<file path="src/rtl/mlp_mul_arb_pkg.sv">
// mlp_mul_arb_pkg: default widths, ID width helper and pipeline tag type for the shared multiplier arbiter
package mlp_mul_arb_pkg;
  localparam int DEF_NUM_REQ = 4;
  localparam int DEF_A_W     = 9;
  localparam int DEF_B_W     = 11;
  localparam int DEF_P_W     = 20;
  localparam int DEF_MUL_LAT = 2;
  function automatic int id_w(input int n);
    return (n <= 2) ? 1 : $clog2(n);
  endfunction
  localparam int DEF_ID_W = id_w(DEF_NUM_REQ);
  typedef struct packed {
    logic                vld;
    logic [DEF_ID_W-1:0] id;
  } tag_t;
endpackage

</file>
<file path="src/rtl/mlp_mul_rr_pick.sv">
// mlp_mul_rr_pick: combinational round-robin picker, first request at or after the pointer wins
module mlp_mul_rr_pick #(
  parameter int N  = 4,
  parameter int IW = 2
) (
  input  logic [N-1:0]  i_req,
  input  logic [IW-1:0] i_ptr,
  input  logic          i_en,
  output logic [N-1:0]  o_gnt,
  output logic [IW-1:0] o_idx,
  output logic          o_any
);
  // scan N positions starting at the pointer, wrapping modulo N
  always_comb begin
    o_gnt = '0;
    o_idx = '0;
    o_any = 1'b0;
    for (int k = 0; k < N; k++) begin
      if (i_en && !o_any && i_req[IW'((int'(i_ptr) + k) % N)]) begin
        o_any = 1'b1;
        o_gnt[IW'((int'(i_ptr) + k) % N)] = 1'b1;
        o_idx = IW'((int'(i_ptr) + k) % N);
      end
    end
  end
endmodule

</file>
<file path="src/rtl/mlp_mul_share_arb.sv">
// mlp_mul_share_arb: shares one pipelined multiplier among requesters; MLP_MUL_ARB_PRIO_EN gives requester 0 strict priority
module mlp_mul_share_arb
  import mlp_mul_arb_pkg::*;
#(
  parameter int NUM_REQ = DEF_NUM_REQ,
  parameter int A_W     = DEF_A_W,
  parameter int B_W     = DEF_B_W,
  parameter int P_W     = DEF_P_W,
  parameter int MUL_LAT = DEF_MUL_LAT,
  localparam int ID_W   = id_w(NUM_REQ)
) (
  input  logic                   clk,
  input  logic                   reset,
  input  logic [NUM_REQ-1:0]     req_valid,
  output logic [NUM_REQ-1:0]     req_ready,
  input  logic [NUM_REQ*A_W-1:0] req_a,
  input  logic [NUM_REQ*B_W-1:0] req_b,
  output logic                   res_valid,
  input  logic                   res_ready,
  output logic [P_W-1:0]         res_data,
  output logic [ID_W-1:0]        res_id,
  output logic                   mul_ce,
  output logic [A_W-1:0]         mul_din0,
  output logic [B_W-1:0]         mul_din1,
  input  logic [P_W-1:0]         mul_dout
);
  logic               w_ce, w_en, w_p0, w_rr_any, w_any;
  logic [NUM_REQ-1:0] w_rr_req, w_rr_gnt;
  logic [ID_W-1:0]    w_idx, w_ptr_nxt, r_ptr;
  logic               r_vld [MUL_LAT];
  logic [ID_W-1:0]    r_id  [MUL_LAT];

  assign w_ce = ~(res_valid & ~res_ready);
  assign w_en = w_ce & ~reset;
`ifdef MLP_MUL_ARB_PRIO_EN
  assign w_p0     = w_en & req_valid[0];
  assign w_rr_req = req_valid & ~NUM_REQ'(1);
`else
  assign w_p0     = 1'b0;
  assign w_rr_req = req_valid;
`endif

  mlp_mul_rr_pick #(.N(NUM_REQ), .IW(ID_W)) u_pick (
    .i_req(w_rr_req),
    .i_ptr(r_ptr),
    .i_en (w_en & ~w_p0),
    .o_gnt(w_rr_gnt),
    .o_idx(w_idx),
    .o_any(w_rr_any)
  );

  assign w_any     = w_rr_any | w_p0;
  assign req_ready = w_rr_gnt | {{(NUM_REQ-1){1'b0}}, w_p0};
  assign w_ptr_nxt = (w_idx == ID_W'(NUM_REQ-1)) ? '0 : w_idx + 1'b1;
  assign mul_ce    = w_ce;
  assign res_valid = r_vld[MUL_LAT-1];
  assign res_id    = r_id[MUL_LAT-1];
  assign res_data  = mul_dout;

  // steer the granted requester's operands onto the multiplier, zero when idle
  always_comb begin
    mul_din0 = '0;
    mul_din1 = '0;
    for (int i = 0; i < NUM_REQ; i++) begin
      mul_din0 = mul_din0 | ({A_W{req_ready[i]}} & req_a[i*A_W +: A_W]);
      mul_din1 = mul_din1 | ({B_W{req_ready[i]}} & req_b[i*B_W +: B_W]);
    end
  end

  // pointer advances past round-robin winners; tag valids shift with the multiplier
  always_ff @(posedge clk or posedge reset) begin
    if (reset) begin
      r_ptr <= '0;
      for (int s = 0; s < MUL_LAT; s++) r_vld[s] <= 1'b0;
    end else if (w_ce) begin
      if (w_rr_any) r_ptr <= w_ptr_nxt;
      r_vld[0] <= w_any;
      for (int s = 1; s < MUL_LAT; s++) r_vld[s] <= r_vld[s-1];
    end
  end

  // requester ids ride alongside the valids; meaningless under a cleared valid so no reset
  always_ff @(posedge clk) begin
    if (w_ce) begin
      r_id[0] <= w_idx;
      for (int s = 1; s < MUL_LAT; s++) r_id[s] <= r_id[s-1];
    end
  end
endmodule
</file>
<file path="config.mk">
export PLATFORM = sky130hd
export DESIGN_NAME = mlp_mul_share_arb
export DESIGN_NICKNAME = d
export VERILOG_FILES = /design/src/rtl/mlp_mul_arb_pkg.sv /design/src/rtl/mlp_mul_rr_pick.sv /design/src/rtl/mlp_mul_share_arb.sv
export SDC_FILE = /design/constraint.sdc
export NUM_CORES = 1
export LEC_CHECK = 0
export BUFFER_PORTS_ARGS = -buffer_cell sky130_fd_sc_hd__buf_2
export CAP_MARGIN = 20
export CORE_AREA = 2 2 69 71
export CTS_CLUSTER_DIAMETER = 200
export DETAILED_ROUTE_END_ITERATION = 12
export DIE_AREA = 0 0 71 73
export PLACE_DENSITY_LB_ADDON = 0.3
export SLEW_MARGIN = 20
export SYNTH_ARGS = -nofsm -noshare
export SYNTH_HDL_FRONTEND = slang
export SYNTH_SLANG_ARGS = --single-unit
</file>
<file path="constraint.sdc">
create_clock -name clk -period 4.4 [get_ports clk]
set_clock_uncertainty 0.05 [all_clocks]
set_input_delay 0.88 -clock clk [delete_from_list [all_inputs] [get_ports clk]]
set_output_delay 0.88 -clock clk [all_outputs]
set_load 0.05 [all_outputs]
</file>
==> results.md <==
- Share of the synthesized area in the top cell type: 24.3%
- Final antenna-violating net count: 0
- Unique masters post-synth: 40
- Core Rows: 25
- Post-detail-place hpwl: 3.67 mm
- Hold-fix buffers, CTS: 0
- Initial antenna violation count: 0
- Area of the mapped netlist: 0.00165 mm^2
- Worst-skew pair later-pin latency: 0.22 ns
- Die ar.: 0.00518 mm^2
- Iter 0 DRT Violations: 111
- GRT Overall Usage: 16.6%
- Final instance area: 0.00214 mm^2
- Largest area contributor in the netlist: a221o_1
- First-pass GRT wire length: 7.03 mm
- Largest net degree at the start of global routing: 22
- FMAX: 238 MHz
- Drc violations: 0
- Crit Path Max Fanout: 21
- Root Buffer Master: clkbuf_8
- Most frequent cells in the layout: buf_2, a221o_1, a22o_1
- P per Cell Area: 733 mW/mm^2
- Antenna cells: 0
- Post-CTS Setup Bufs: 0
- Clk buf depth: 2
- Critical path origin: req_valid[3]
- Layout cells sized above 1: 53.6%
- CTS H-tree depth: 1
- #FFs+latches synth: 8
- Vias after detailed routing: 1841
- Crit. End Element: primary output
- Setup WS pre-CTS: 0.187 ns
- Vias in the first global route: 1580
- Max Cap Viol: 0
- IO Port Bufs: 114
- Syn Nets: 290
- Count of final max-slew check failures: 0
- CTS resizes: 0
- Global placement routability congestion: 0.833
- Core area: 0.00454 mm^2
- Drt pass-1 iters: 4
- Initial cell density of the core: 36.4%
- Setup slack after layout: 0.200 ns
- Final WL: 4.83 mm
- Gr ovfl total: 0
- Post-Layout Cell Count: 319
- Peak VDD IR: 0.000419 V
- WS Path Type: primary input to primary output
- Seq/Total Area, Yosys: 13.3%
- TritonCTS Buffers: 3
- Worst-margin pin slew: 0.448 ns
- P&R area growth vs syn: 29.5%
- Ys Warns: 0
- Commonest non-fill, non-tap cell in the layout: buf_2
- I/O pin total: 155
- Unrepaired setup endpoints after global routing: false
- Synth Instances: 175
- Tmin final: 4.20 ns
- Worst EP required: 3.47 ns
- Die height: 73 um
- TritonCTS clock tree: yes
- FF-to-FF Start: r_ptr[1]
- Cell leakage power: 1.10 nW
- Part of the cycle the worst path needs: 95.5%
- Final setup viols: 0
- HP Class: register to register
- Synth area leaders: a221o_1, buf_4, a22o_1
- Slew HR: 69.8%
- Routed len/inst: 15.1 um
- Fin Hold WS: 0.369 ns
- CP Launch Type: primary input
- Final-stage net count: 382
- Clock sink count: 8
- Mean Syn Cell Area: 9.43 um^2
- Fillers: 429
- Vias per inst: 5.77
- Final Hold Violating Endpoints: 0
- Hold Path Origin: r_id[0][1]
- Clk pin slew, worst setup/hold paths: 0.04 ns
- Run status: finished clean
- Width of the chip: 71 um
- Post-Place Cells: 316
- Setup TNS: 0 ns
- CP arrival: 3.27 ns
- Area after DPL: 0.00210 mm^2
-- logic make-up after synthesis --
group / share of synthesized area [%]
mux: 7.96
compound gates: 43.7
flops: 13.3
simple gates: 10.4
buf+inv: 18.0
xor+xnor: 0.531
fa+ha+maj: 6.07
-- power by group --
group	switching [W]	leakage (nW)	total [W]	internal, W
Clock	0.0000255	0.0216	0.0000845	0.0000590
Combinational	0.000879	0.991	0.00134	0.000457
Sequential	0.0000262	0.0895	0.000146	0.000120
Total	0.000930	1.10	0.00157	0.000636
-- worst max-delay path: stages --
cell and delay, ns:
buf_2 0.12, mux4_2 0.47, or3_1 0.38, nor4b_4 0.41, a311o_2 0.51, a221o_1 0.23
buf_2 0.26
-- path summary, 6_finish.rpt --
kind,to,slack (ns),cells after the start
max in group asynchronous,asynchronous set/reset pin,3.64,2
min in group asynchronous,res_valid,0.52,2
hold / removal,r_id[0][3],0.37,0
setup / recovery,mul_din0[0],0.20,7
hold reg to reg,r_id[0][3],0.37,0
setup reg to reg,r_ptr[1],1.74,7
-- cells in the mapped netlist --
library cell / n
a221o_1: 40
buf_4: 29
a22o_1: 20
nand2_1: 9
ha_1: 8
inv_1: 7
clkbuf_1: 4
dfrtp_1: 4
edfxtp_1: 4
mux4_2: 4
nor3_1: 4
buf_6: 3
mux2i_1: 3
o21ai_0: 3
or2_2: 3
a21oi_1: 2
a22o_4: 2
nand3_1: 2
nor2_1: 2
o2111ai_1: 2
a21boi_0: 1
a21o_1: 1
a311o_2: 1
a32oi_1: 1
buf_2: 1
mux2_2: 1
nand2b_1: 1
nand2b_2: 1
nand3b_1: 1
nor2b_1: 1
nor3_2: 1
nor4_1: 1
nor4b_4: 1
o211ai_1: 1
o21a_1: 1
o32ai_1: 1
o41ai_1: 1
or2_1: 1
or3_1: 1
xnor2_1: 1
-- metrics by stage --
stage	util [%]	total power, W
final	47.1	0.00157
after global routing	47.1	0.00167
after CTS	47.1	0.00158
after detailed placement	46.2	0.00149
after global placement	46.2	0.00148
after floorplan	-	0.00127
-- routing by layer --
layer  vias up  wire length [um]  part of all wire, %  GRT usage (%)
met5         -                 0                    0              0
met4         0                81                  1.7           6.29
met3        12               311                  6.4           1.10
met2        74              2300                   48           27.6
met1       862              2130                   44           22.6
li1        893                 -                    -              -
-- area by class of cell --
| type | instances | area [um^2] | area share [%] |
|---|---|---|---|
| multi-input cells | 123 | 1140 | 53.2 |
| well taps | 54 | 67.6 | 3.16 |
| flip-flops and latches | 8 | 220 | 10.3 |
| clock buffers | 3 | 41.3 | 1.93 |
| inverters | 7 | 26.3 | 1.23 |
| repair buffers | 124 | 646 | 30.2 |
(Power assumes the default switching activity.)
